<file path="src/rtl/mm_pkg.sv">
// mm_pkg: shared constants and types for the matrix-multiply controller.
//   T          systolic array edge (4x4 PE array)
//   DRAIN_CYC  cycles to flush the skew lanes and array after the last read
//   *_AW       SRAM address widths
//   state_t    controller FSM states
package mm_pkg;
    localparam int T         = 4;
    localparam int LANE_W    = 8;
    localparam int WORD_W    = T * LANE_W;
    localparam int DRAIN_CYC = 2 * (T - 1) + 2;
    localparam int A_AW      = 12;
    localparam int B_AW      = 12;
    localparam int C_AW      = 7;

    typedef enum logic [2:0] {IDLE, CLEAR, FEED, DRAIN, WRITE, DONE} state_t;

    typedef logic [T-1:0][LANE_W-1:0] lanes_t;
endpackage

</file>
<file path="src/rtl/skew_buffer.sv">
// skew_buffer: staggers T byte lanes so lane r reaches the array r cycles
// after lane 0, giving the diagonal wavefront an output-stationary array needs.
// Ports:
//   clk, rst_n  clock / async active-low reset
//   i_clr       synchronous clear of every stage
//   i_din       T lanes in (already registered by the caller)
//   o_dout      T lanes out, lane r delayed r cycles
module skew_buffer #(
    parameter int T = 4,
    parameter int W = 8
) (
    input  logic                clk,
    input  logic                rst_n,
    input  logic                i_clr,
    input  logic [T-1:0][W-1:0] i_din,
    output logic [T-1:0][W-1:0] o_dout
);
    for (genvar r = 0; r < T; r++) begin : g_lane
        if (r == 0) begin : g_pass
            // lane 0 has no extra delay; its input is already a register
            assign o_dout[0] = i_din[0];
        end else begin : g_sr
            logic [r-1:0][W-1:0] r_sh;
            if (r == 1) begin : g_one
                always_ff @(posedge clk or negedge rst_n) begin
                    if (!rst_n)     r_sh <= '0;
                    else if (i_clr) r_sh <= '0;
                    else            r_sh <= i_din[r];
                end
            end else begin : g_many
                always_ff @(posedge clk or negedge rst_n) begin
                    if (!rst_n)     r_sh <= '0;
                    else if (i_clr) r_sh <= '0;
                    else            r_sh <= {r_sh[r-2:0], i_din[r]};
                end
            end
            assign o_dout[r] = r_sh[r-1];
        end
    end
endmodule

</file>
<file path="src/rtl/mm_ctrl.sv">
// mm_ctrl: computes C = A x B by tiling onto an external 4x4 output-stationary
// systolic array. Per tile: CLEAR (1) -> FEED (K) -> DRAIN (8) -> WRITE (4).
// Tiles walk column tile tc first, then row tile tr; FINISH after the last.
// Ports:
//   clk, rst_n          clock / async active-low reset
//   start, FINISH       start pulse in; done level out
//   a_addr/a_rdata      SRAM_A word port (1-cycle read latency)
//   b_addr/b_rdata      SRAM_B word port (1-cycle read latency)
//   pe_clear,pe_a,pe_b  PE array control and skewed operand lanes
//   pe_c                16 PE accumulator bytes
//   c_wen/c_addr/c_wdata  write port to the four C SRAMs
module mm_ctrl
    import mm_pkg::*;
#(
    parameter int M = 128,
    parameter int K = 16,
    parameter int N = 16
) (
    input  logic              clk,
    input  logic              rst_n,
    input  logic              start,
    output logic              FINISH,
    output logic [A_AW-1:0]   a_addr,
    input  logic [WORD_W-1:0] a_rdata,
    output logic [B_AW-1:0]   b_addr,
    input  logic [WORD_W-1:0] b_rdata,
    output logic              pe_clear,
    output logic [WORD_W-1:0] pe_a,
    output logic [WORD_W-1:0] pe_b,
    input  logic [T*T*LANE_W-1:0] pe_c,
    output logic [N/T-1:0]    c_wen,
    output logic [C_AW-1:0]   c_addr,
    output logic [WORD_W-1:0] c_wdata
);
    localparam int TR_N = M / T;
    localparam int TC_N = N / T;
    localparam int TRW  = (TR_N > 1) ? $clog2(TR_N) : 1;
    localparam int TCW  = (TC_N > 1) ? $clog2(TC_N) : 1;
    // one phase counter serves k, drain count and write row; must reach K-1 and 7
    localparam int CW   = (K > 8) ? $clog2(K) : 3;

    state_t          r_state, w_next;
    logic [CW-1:0]   r_cnt;
    logic [TCW-1:0]  r_tc;
    logic [TRW-1:0]  r_tr;
    logic            r_rd_vld;
    lanes_t          r_a_q, r_b_q;
    lanes_t          w_pe_a, w_pe_b;
    logic            w_start_ok, w_row_last, w_tile_last;

    assign w_start_ok  = start && (r_state == IDLE || r_state == DONE);
    assign w_row_last  = (r_cnt == CW'(T - 1));
    assign w_tile_last = (r_tc == TCW'(TC_N - 1)) && (r_tr == TRW'(TR_N - 1));

    // state register
    always_ff @(posedge clk or negedge rst_n) begin
        if (!rst_n) r_state <= IDLE;
        else        r_state <= w_next;
    end

    // next-state logic
    always_comb begin
        w_next = r_state;
        case (r_state)
            IDLE, DONE: if (start) w_next = CLEAR;
            CLEAR:      w_next = FEED;
            FEED:       if (r_cnt == CW'(K - 1)) w_next = DRAIN;
            DRAIN:      if (r_cnt == CW'(DRAIN_CYC - 1)) w_next = WRITE;
            WRITE:      if (w_row_last) w_next = w_tile_last ? DONE : CLEAR;
            default:    w_next = IDLE;
        endcase
    end

    // outputs decoded from state and counters
    always_comb begin
        FINISH   = 1'b0;
        pe_clear = 1'b0;
        a_addr   = '0;
        b_addr   = '0;
        c_wen    = '0;
        c_addr   = '0;
        c_wdata  = '0;
        case (r_state)
            CLEAR: pe_clear = 1'b1;
            FEED: begin
                a_addr = A_AW'(r_tr) * A_AW'(K) + A_AW'(r_cnt);
                b_addr = B_AW'(r_tc) * B_AW'(K) + B_AW'(r_cnt);
            end
            WRITE: begin
                c_wen   = {{(TC_N-1){1'b0}}, 1'b1} << r_tc;
                c_addr  = C_AW'({r_tr, r_cnt[1:0]});
                c_wdata = pe_c[{r_cnt[1:0], 5'b0} +: WORD_W];
            end
            DONE: FINISH = 1'b1;
            default: ;
        endcase
    end

    // phase counter restarts on every state change
    always_ff @(posedge clk or negedge rst_n) begin
        if (!rst_n)                 r_cnt <= '0;
        else if (w_next != r_state) r_cnt <= '0;
        else if (r_state == FEED || r_state == DRAIN || r_state == WRITE)
            r_cnt <= r_cnt + 1'b1;
    end

    // tile counters: tc fastest, tr carries when tc wraps
    always_ff @(posedge clk or negedge rst_n) begin
        if (!rst_n) begin
            r_tc <= '0;
            r_tr <= '0;
        end else if (w_start_ok) begin
            r_tc <= '0;
            r_tr <= '0;
        end else if (r_state == WRITE && w_row_last) begin
            r_tc <= r_tc + 1'b1;
            if (r_tc == TCW'(TC_N - 1)) r_tr <= r_tr + 1'b1;
        end
    end

    // capture SRAM data one cycle after each FEED address; zero otherwise so
    // the lanes carry nothing outside a tile's feed window
    always_ff @(posedge clk or negedge rst_n) begin
        if (!rst_n) begin
            r_rd_vld <= 1'b0;
            r_a_q    <= '0;
            r_b_q    <= '0;
        end else begin
            r_rd_vld <= (r_state == FEED);
            r_a_q    <= r_rd_vld ? lanes_t'(a_rdata) : '0;
            r_b_q    <= r_rd_vld ? lanes_t'(b_rdata) : '0;
        end
    end

    skew_buffer #(.T(T), .W(LANE_W)) u_skew_a (
        .clk    (clk),
        .rst_n  (rst_n),
        .i_clr  (pe_clear),
        .i_din  (r_a_q),
        .o_dout (w_pe_a)
    );

    skew_buffer #(.T(T), .W(LANE_W)) u_skew_b (
        .clk    (clk),
        .rst_n  (rst_n),
        .i_clr  (pe_clear),
        .i_din  (r_b_q),
        .o_dout (w_pe_b)
    );

    assign pe_a = w_pe_a;
    assign pe_b = w_pe_b;
endmodule
</file>
<file path="config.mk">
export PLATFORM = sky130hd
export DESIGN_NAME = mm_ctrl
export DESIGN_NICKNAME = d
export VERILOG_FILES = /design/src/rtl/mm_pkg.sv /design/src/rtl/skew_buffer.sv /design/src/rtl/mm_ctrl.sv
export SDC_FILE = /design/constraint.sdc
export NUM_CORES = 1
export LEC_CHECK = 0
export ABC_CLOCK_PERIOD_IN_PS = 2100
export CORE_MARGIN = 1
export CORE_UTILIZATION = 35
export CTS_CLUSTER_SIZE = 14
export DETAILED_ROUTE_END_ITERATION = 8
export PLACE_DENSITY_LB_ADDON = 0.1
export RECOVER_POWER = 25
export SLEW_MARGIN = 30
export SYNTH_ARGS = -nofsm -noshare
export SYNTH_HDL_FRONTEND = slang
export SYNTH_SLANG_ARGS = --single-unit
export TNS_END_PERCENT = 1
</file>
<file path="constraint.sdc">
create_clock -name clk -period 2.1 [get_ports clk]
set_clock_uncertainty 0.15 [all_clocks]
set_input_delay 0.21 -clock clk [delete_from_list [all_inputs] [get_ports clk]]
set_output_delay 0.21 -clock clk [all_outputs]
set_load 0.05 [all_outputs]
</file>
## After elaboration in Yosys (flattened, before gate mapping)

Cells that the tools add are included.

- Register bits: 175
- Output and inout port bits: 133
- Bits of input ports: 195
- Word-level logic and storage cells: 83

- Equality and inequality tests: 11
- $add $sub $neg: 5
- Shifts and indexed selects: 2
- Reduce and logical (&&, ||, !) cells: 12
- Multiplexer cells: 28

Operators with widths:

| operator | number |
|---|---|
| $shiftx 128x8->32 | 1 |
| $mux 32 | 3 |
| $mux 24 | 2 |
| $mux 16 | 2 |
| $mux 8 | 2 |
| $mux 3 | 5 |
| $mux 5 | 3 |
| $pmux 3 s5 | 1 |
| $mux 7 | 2 |
| $mux 4 | 3 |
| $add 9x4->10 | 1 |
| $mux 10 | 1 |
| $add 6x4->7 | 1 |
| $eq 3x2->1 const B | 2 |
| $eq 3x3->1 const B | 2 |
| $reduce_bool 2->1 | 3 |
| $add 5x1->5 const B | 1 |
| $eq 5x5->1 const B | 1 |
| $add 4x1->4 const B | 1 |
| $eq 4x2->1 const B | 1 |
| $eq 4x3->1 const B | 1 |
| $eq 4x4->1 const B | 1 |
| $mux 2 | 2 |
| $shl 1x2->4 const A | 1 |
| other kinds (10) | 15 |

## Depth between registers and ports, before layout

Gate-level depths: netlist of run 1.

- Depth in word-level cells: 7
- Gate-level depth with buffers: 7

## By module

From an unflattened synthesis of run 1, not the netlist that was laid out.

- Cell total of the unflattened synthesis: 597
- Area, all modules: 7664.9 sq um

By module, submodules not included:

| module | cells an instance | area each (sq um) | times used |
|---|---|---|---|
| mm_ctrl | 347 | 4214.0 | 1 |
| skew_buffer | 125 | 1725.4 | 2 |

## Worst setup path before layout of run 1

Ideal clock, no wire load.

- Kind: register to output
- Start point: register r_state[2]
- End point: output b_addr[4]
- Path slack: -0.093 ns
- Data required time: 1.740 ns
- Cell stages (with the launch flop): 4
- Data arrival time: 1.833 ns
- Cells stage by stage: dfrtp_1 buf_4 nand2b_2 nor3_1

- Cells in the longest elaborated chain, start to end: 2

RTL lines:

| what | line | source |
|---|---|---|
| from (decl) | mm_ctrl.sv:42 | `state_t r_state, w_next;` |
| from (signal assigned) | mm_ctrl.sv:58 | `else r_state <= w_next;` |
| $eq 3x2->1 | mm_ctrl.sv:83 | `case (r_state)` |
| $mux 7 | mm_ctrl.sv:83 |  |
| to (decl) | mm_ctrl.sv:25 | `output logic [B_AW-1:0] b_addr,` |

Every way passes these cells.

## Worst setup path after layout of run 1

- Start point: register r_cnt[0]
- End point: output c_wdata[19]

- Cells in the longest elaborated chain, start to end: 2

RTL lines:

| what | line | source |
|---|---|---|
| from (decl) | mm_ctrl.sv:43 | `logic [CW-1:0] r_cnt;` |
| from (signal assigned) | mm_ctrl.sv:104 | `r_cnt <= r_cnt + 1'b1;` |
| $shiftx 128x8->32 | mm_ctrl.sv:92 | `c_wdata = pe_c[{r_cnt[1:0], 5'b0} +: WORD_W];` |
| $mux 32 | mm_ctrl.sv:83 |  |
| to (decl) | mm_ctrl.sv:33 | `output logic [WORD_W-1:0] c_wdata` |

Every way passes these cells.

==> results of run 1 <==
per-layer routing:
| metal | GRT usage | part of all wire | wire length, um |
|---|---|---|---|
| met5 | 0 | 0 | 0 |
| met3 | 0.0654 | 0.067 | 1320 |
| met2 | 0.318 | 0.52 | 10200 |
| met1 | 0.216 | 0.39 | 7740 |
| met4 | 0.0801 | 0.029 | 568 |
sequential cells by signal, indices dropped and copies added (netlist names), 3 cells and up:
name / count
u_skew_a.o_dout: 16
u_skew_b.g_lane.g_sr.r_sh: 32
r_a_q: 32
u_skew_b.o_dout: 16
u_skew_a.g_lane.g_sr.r_sh: 32
r_tr: 5
r_cnt: 4
r_state: 3
r_b_q: 32
synthesized netlist by cell type, drive strengths merged, types with 5 or more instances:
cell    count
dfrtp     175
and2      116
nor2b      96
buf        72
mux4       32
clkbuf     23
nor3        9
ha          7
nor2        6
xor2        5
cell type report:
cell class              instances  share of cell area
multi-input cells             323               0.225
inverters                       3            0.000912
clock buffers                  19              0.0367
flip-flops and latches        175               0.355
clock inverters                13              0.0138
diodes                          3            0.000608
well taps                     275              0.0279
repair buffers                352               0.340
cell families (layout without fill, tap and decap cells):
kind of cell / after synthesis / in the layout / synth area share
other cells: 1 / 12 / 0.000493
compound gates: 18 / 18 / 0.0169
flops: 175 / 175 / 0.576
buf+inv: 98 / 387 / 0.0818
simple gates: 246 / 246 / 0.205
xor+xnor: 7 / 7 / 0.00806
mux: 36 / 36 / 0.100
fa+ha+maj: 7 / 7 / 0.0115
power by group through the flow:
| stage | sequential (W) | clock, W | combinational, W |
|---|---|---|---|
| 2_1_floorplan | 0.00498 | 0 | 0.00423 |
| 3_3_place_gp | 0.00479 | 0 | 0.00632 |
| 3_5_place_dp | 0.00482 | 0 | 0.00638 |
| 4_1_cts | 0.00477 | 0.00335 | 0.00676 |
| 5_1_grt | 0.00487 | 0.00349 | 0.00722 |
| 6_report | 0.00476 | 0.00325 | 0.00680 |
how the worst max path moves through the flow:
stage | cells after the start | start | to
2_1_floorplan | 3 | r_state[2] | b_addr[4]
3_3_place_gp | 4 | r_cnt[0] | c_wdata[4]
3_5_place_dp | 6 | r_state[2] | a_addr[5]
4_1_cts | 5 | r_cnt[0] | c_wdata[18]
5_1_grt | 5 | r_cnt[0] | c_wdata[4]
6_report | 5 | r_cnt[0] | c_wdata[19]
critical path, stage by stage (launching register included):
cell and delay, ns:
sky130_fd_sc_hd__dfrtp_2 0.39, sky130_fd_sc_hd__buf_6 0.15, sky130_fd_sc_hd__clkbuf_16 0.16, sky130_fd_sc_hd__mux4_2 0.49
sky130_fd_sc_hd__and2_4 0.18, sky130_fd_sc_hd__buf_12 0.14
cells in the final DEF (no fill, tap or decap), types with 5 or more instances in the layout:
cell type / Yosys / routed
sky130_fd_sc_hd__and2_4: 0 / 51
sky130_fd_sc_hd__nor3_1: 9 / 9
sky130_fd_sc_hd__nor2b_1: 96 / 96
sky130_fd_sc_hd__xor2_1: 5 / 5
sky130_fd_sc_hd__clkbuf_16: 0 / 18
sky130_fd_sc_hd__mux4_2: 32 / 32
sky130_fd_sc_hd__dfrtp_1: 175 / 171
sky130_fd_sc_hd__conb_1: 1 / 9
sky130_fd_sc_hd__buf_4: 65 / 19
sky130_fd_sc_hd__buf_12: 0 / 67
sky130_fd_sc_hd__and2_1: 115 / 64
sky130_fd_sc_hd__ha_1: 7 / 6
sky130_fd_sc_hd__clkdlybuf4s50_1: 0 / 257
sky130_fd_sc_hd__nor2_1: 6 / 5
what timing repair did:
item,in CTS,in global routing
resized for setup,53,16
setup endpoints to repair,57,59
hold buffers,1,0
hold endpoints to repair,53,0
buffers inserted,3,1
gates cloned,2,1
pin swaps,1,2
through the flow:
stage          power, W  setup slack [ns]  hold slack, ns
2_1_floorplan   0.00921           -0.0926          -0.236
3_3_place_gp     0.0111             0.190          0.0718
3_5_place_dp     0.0112             0.184          0.0770
4_1_cts          0.0149            -0.231           0.185
5_1_grt          0.0156            -0.251           0.194
6_report         0.0148            -0.199           0.209
==> impl_metrics.yaml, run 1 <==
status:
  outcome: "complete, but fails checks"
  violations: "capacitance limit, slew limit, setup timing"
logic_synthesis:
  postSynthRegisterBits: 175
  syn_inst: 588
  seq_area_frac_synth: 0.576
  top_cell_type_s_share_of_synthesized_area: 0.576
  syn-mean-instance-area_sq_um: 12.9
  ys_dominant_reg_cell: "sky130_fd_sc_hd__dfrtp_1"
  synthesis.yosys.warnings: 0
  synthDistinctLibCells: 43
  async_set_or_reset_flop_fraction_in_the_synthesized_netlist: 1.00
  ys_top_cells_by_area: "sky130_fd_sc_hd__dfrtp_1 (58%), sky130_fd_sc_hd__mux4_2 (9.5%), sky130_fd_sc_hd__and2_1 (9.5%)"
  syn_area_sq_um: 7600
  synth_edf_count: 0
  synthDominantAreaCellType: "sky130_fd_sc_hd__dfrtp_1"
worst_hold_path:
  sink_of_the_worst_hold_path: "r_a_q[29]"
  timing.hold.worst_path_depth: 2
  hp-class: "in2reg"
  min_from: "a_rdata[29]"
power_and_ir_drop:
  power.net_switching_w: 0.00540
  share_seq_of_total_power: 0.321
  worst_ir_drop_vdd_uv: 1190
  pwr-share-comb: 0.459
  power.share.clock: 0.219
  sw_frac_of_total: 0.365
  intPower_w: 0.00941
  power.density_nw_per_um2: 1200
  static_leakage_nw: 5.37
timing:
  hold_violations: 0
  finalSetupViolations: 43
  final.min_clock_period_ns: 2.30
  maxClockFrequency_ghz: 0.435
  tightestPinTransition_ns: 1.54
  setup_ws_ns: -0.199
  max-slew-margin-rel: -0.0243
  final.setup.tns_ns: -5.60
  rsz0062_at_grt: "true"
  finalCritPeriodShare: 1.09
  final_max_slew_viol_count: 59
floorplanning:
  die_y_um: 149
  rows: 53
  chipWidth_um: 149
  dieArea_sq_um: 22300
  core_sq_um: 21200
  initial_utilization: 0.359
  io_pins: 328
worst_setup_path:
  rr_endpoint: "r_tr[3]"
  cp.arrival_ns: 1.94
  worst-endpoint-required_ns: 1.74
  worst-setup-path-type: "reg2out"
  cp_max_fo: 5
  worst-r2r-setup-slack_ns: 0.08
  worstSetupStartpointType: "flip-flop"
  worstRegToRegCells: 7
  worstReg2RegStart: "r_cnt[0]"
  end_kind: "output port"
cells_and_area:
  seq_area_sq_um: 4380
  layout.core_utilization: 0.583
  fill_cells: 1726
  area.growth.synth_to_final_pct: 62.3
  final_cells: 1163
  fraction_of_final_layout_cells_sized_beyond_drive_strength_1: 0.254
  multi_input_comb_area_sq_um: 2780
  stdcell_area_sq_um: 12300
  finish.net_count: 1074
detailed_routing:
  post_drt_via_cell_ratio: 4.46
  detail-route-antenna-nets: 0
  vias: 5182
  routed_wl_um: 19900
  routed_wire_length_per_instance_um: 17.1
  number_of_search_and_repair_iterations_in_the_first_detailed_routing_pass: 4
  drt_iter0_drc: 148
  drt_drc_violations_left: 0
global_route:
  largest_net_degree_at_the_start_of_global_routing: 61
  globalRoute.totalOverflow: 0
  via_count_of_the_first_global_routing_pass: 5705
  grt_pass1_wl_um: 31200
  grt_antenna_before_repair: 3
  globalRouteTotalUtil: 0.188
clock_network:
  cts_num_sinks: 175
  cts-root-buf: "sky130_fd_sc_hd__clkbuf_16"
  cts_tree: "done"
  clock_buffer_depth: 2
  clkSlewWorstSetupHoldPaths_ns: 0.07
  cts-buffers-inserted: 17
  cts_max_level: 4
  clk-insertion-delay-late_ns: 0.42
placed_design:
  dpl-instance-area_sq_um: 11400
  numPlacedInstances: 1120
  portBuffers: 318
  dpl.hpwl_um: 14900
  gp_congestion: 0.897
job:
  cap_viol_max_count: 1
Note: power is estimated with default switching activity, not from simulation.
==> inputs of run 2 (changes only) <==
--- a/config.mk
+++ b/config.mk
@@ -7,11 +7,12 @@
 export LEC_CHECK = 0
 export ABC_CLOCK_PERIOD_IN_PS = 2100
 export CORE_MARGIN = 1
-export CORE_UTILIZATION = 35
+export CORE_UTILIZATION = 43
 export CTS_CLUSTER_SIZE = 14
 export DETAILED_ROUTE_END_ITERATION = 8
 export PLACE_DENSITY_LB_ADDON = 0.1
 export RECOVER_POWER = 25
+export SKIP_LAST_GASP = 1
 export SLEW_MARGIN = 30
 export SYNTH_ARGS = -nofsm -noshare
 export SYNTH_HDL_FRONTEND = slang
==> impl_metrics.yaml, run 2 (same netlist as run 1, synthesis figures left out) <==
worst_setup_path:
  worstReg2RegStart: "r_cnt[0]"
  cp_max_fo: 7
  worst-setup-path-type: "reg2out"
  startpoint: "r_cnt[0]"
  cp.buffers_inverters: 3
  crit_slowest_cell: "sky130_fd_sc_hd__mux4_2"
  end_kind: "output port"
  cp.arrival_ns: 1.96
  cp_cell_sequence: "buf_6 -> buf_12 -> mux4_2 -> and2_4 -> buf_12"
  worstRegToRegCells: 6
  worst-endpoint-required_ns: 1.74
  rr_endpoint: "r_tr[3]"
  critical-path-max-stage-delay_ns: 0.56
  cpLargestDelayFamily: "multiplexers"
  worstSetupStartpointType: "flip-flop"
  worst-r2r-setup-slack_ns: 0.11
  critical-path-top-cell-by-count: "sky130_fd_sc_hd__buf_12"
clock_network:
  cts_tree: "done"
  cts-root-buf: "sky130_fd_sc_hd__clkbuf_16"
  clkSlewWorstSetupHoldPaths_ns: 0.07
  clock_buffer_depth: 2
  cts_max_level: 4
  cts-buffers-inserted: 17
  clk-insertion-delay-late_ns: 0.42
  cts_num_sinks: 175
timing:
  final_max_slew_viol_count: 0
  tightestPinTransition_ns: 1.42
  finalSetupViolations: 56
  timing.hold.ws_ns: 0.210
  maxClockFrequency_ghz: 0.431
  max-slew-margin-rel: 0.0554
  final.setup.tns_ns: -6.93
  setup_ws_ns: -0.218
  rsz0062_at_grt: "true"
  final.min_clock_period_ns: 2.32
  hold_violations: 0
  finalCritPeriodShare: 1.10
detailed_routing:
  post_drt_via_cell_ratio: 4.74
  routed_wire_length_per_instance_um: 18.7
  number_of_search_and_repair_iterations_in_the_first_detailed_routing_pass: 4
  drt_drc_violations_left: 0
  detail-route-antenna-nets: 0
  detail_route.wirelength.met1_um: 7830
  routed_wl_um: 20800
  vias: 5261
  drt_iter0_drc: 228
  wl_met3_um: 1630
  top_layer_used: "met5"
  routed-wl-met2_um: 11000
cells_and_area:
  seq_area_sq_um: 4380
  fraction_of_final_layout_cells_sized_beyond_drive_strength_1: 0.215
  area.growth.synth_to_final_pct: 59.8
  mostFrequentLayoutCell: "sky130_fd_sc_hd__clkdlybuf4s50_1"
  fill_cells: 1220
  layout.cells.most_common_list: "sky130_fd_sc_hd__clkdlybuf4s50_1 (257), sky130_fd_sc_hd__dfrtp_1 (173), sky130_fd_sc_hd__nor2b_1 (96)"
  multi_input_comb_area_sq_um: 2690
  finish.net_count: 1070
worst_hold_path:
  hp-class: "in2reg"
  timing.hold.worst_path_depth: 2
  sink_of_the_worst_hold_path: "r_b_q[15]"
  min_from: "b_rdata[15]"
global_route:
  grt_pass1_wl_um: 31800
  globalRoute.totalOverflow: 0
  globalRouteTotalUtil: 0.239
  via_count_of_the_first_global_routing_pass: 5622
  largest_net_degree_at_the_start_of_global_routing: 73
  grt_antenna_before_repair: 3
power_and_ir_drop:
  power.share.clock: 0.216
  worst_ir_drop_vdd_uv: 994
  totalPowerFinal_w: 0.0147
  share_seq_of_total_power: 0.321
  sw_frac_of_total: 0.375
  power.density_nw_per_um2: 1210
  static_leakage_nw: 5.31
  intPower_w: 0.00918
  pwr-share-comb: 0.463
  power.net_switching_w: 0.00552
placed_design:
  dpl.hpwl_um: 15600
  post-place-ws_ns: 0.157
  gp_congestion: 0.982
  portBuffers: 318
floorplanning:
  chipWidth_um: 135
  io_pins: 328
  initial_utilization: 0.440
  dieArea_sq_um: 18200
  die_y_um: 135
  core_sq_um: 17300
  rows: 48
status:
  violations: "setup timing"
  outcome: "complete, but fails checks"
job:
  cap_viol_max_count: 0
## run 2: changes by cell type in the layout (fill, tap and decap cells not counted), sizes merged
cell / change
buf: -7
clkinv: +4
clkinvlp: -2
bufinv: -1
clkbuf: +1
inv: +1
## run 2: what timing repair did
action / CTS / global route
hold buffers: 1 / 0
setup buffers: 5 / 0
endpoints found under the hold margin: 51 / 0
gates cloned: 3 / 1
endpoints found under the setup margin: 56 / 61
gates resized for setup: 30 / 0
## run 2: how the worst max path moves through the flow
stage                   to  slack [ns]  depth (start not counted)
2_1_floorplan    b_addr[4]       -0.09                          3
3_3_place_gp   c_wdata[16]        0.17                          4
3_5_place_dp      r_cnt[1]        0.16                          7
4_1_cts        c_wdata[20]       -0.24                          5
5_1_grt        c_wdata[23]       -0.28                          5
6_report        c_wdata[4]       -0.22                          5
## run 2: final cells by class
cell class / instances / share of cell area
Sequential cell: 175 / 0.361
Timing Repair Buffer: 348 / 0.342
Multi-Input combinational cell: 323 / 0.222
Clock buffer: 17 / 0.0350
Tap cell: 225 / 0.0232
Clock inverter: 15 / 0.0158
Inverter: 3 / 0.000927
Antenna cell: 3 / 0.000618
## run 2: routing by layer
| metal | vias up | global-route usage |
|---|---|---|
| met4 | 2 | 0.0668 |
| met5 | - | 0 |
| met3 | 23 | 0.0792 |
| met1 | 2622 | 0.280 |
| met2 | 207 | 0.419 |
| li1 | 2407 | - |
## run 2: power by group through the flow
| stage | Sequential (W) | Clock, W | Combinational [W] |
|---|---|---|---|
| after floorplan | 0.00498 | 0 | 0.00423 |
| after global placement | 0.00475 | 0 | 0.00635 |
| after detailed placement | 0.00479 | 0 | 0.00644 |
| after CTS | 0.00474 | 0.00325 | 0.00684 |
| after global routing | 0.00482 | 0.00338 | 0.00721 |
| final | 0.00472 | 0.00317 | 0.00680 |
## run 2: metrics by stage
step / instances / util / area (sq um)
final: 1109 / 0.702 / 12100
after global routing: 1107 / 0.702 / 12100
after CTS: 1105 / 0.702 / 12100
after detailed placement: 1065 / 0.655 / 11300
after global placement: 1065 / 0.655 / 11300
after floorplan: 596 / - / 7630
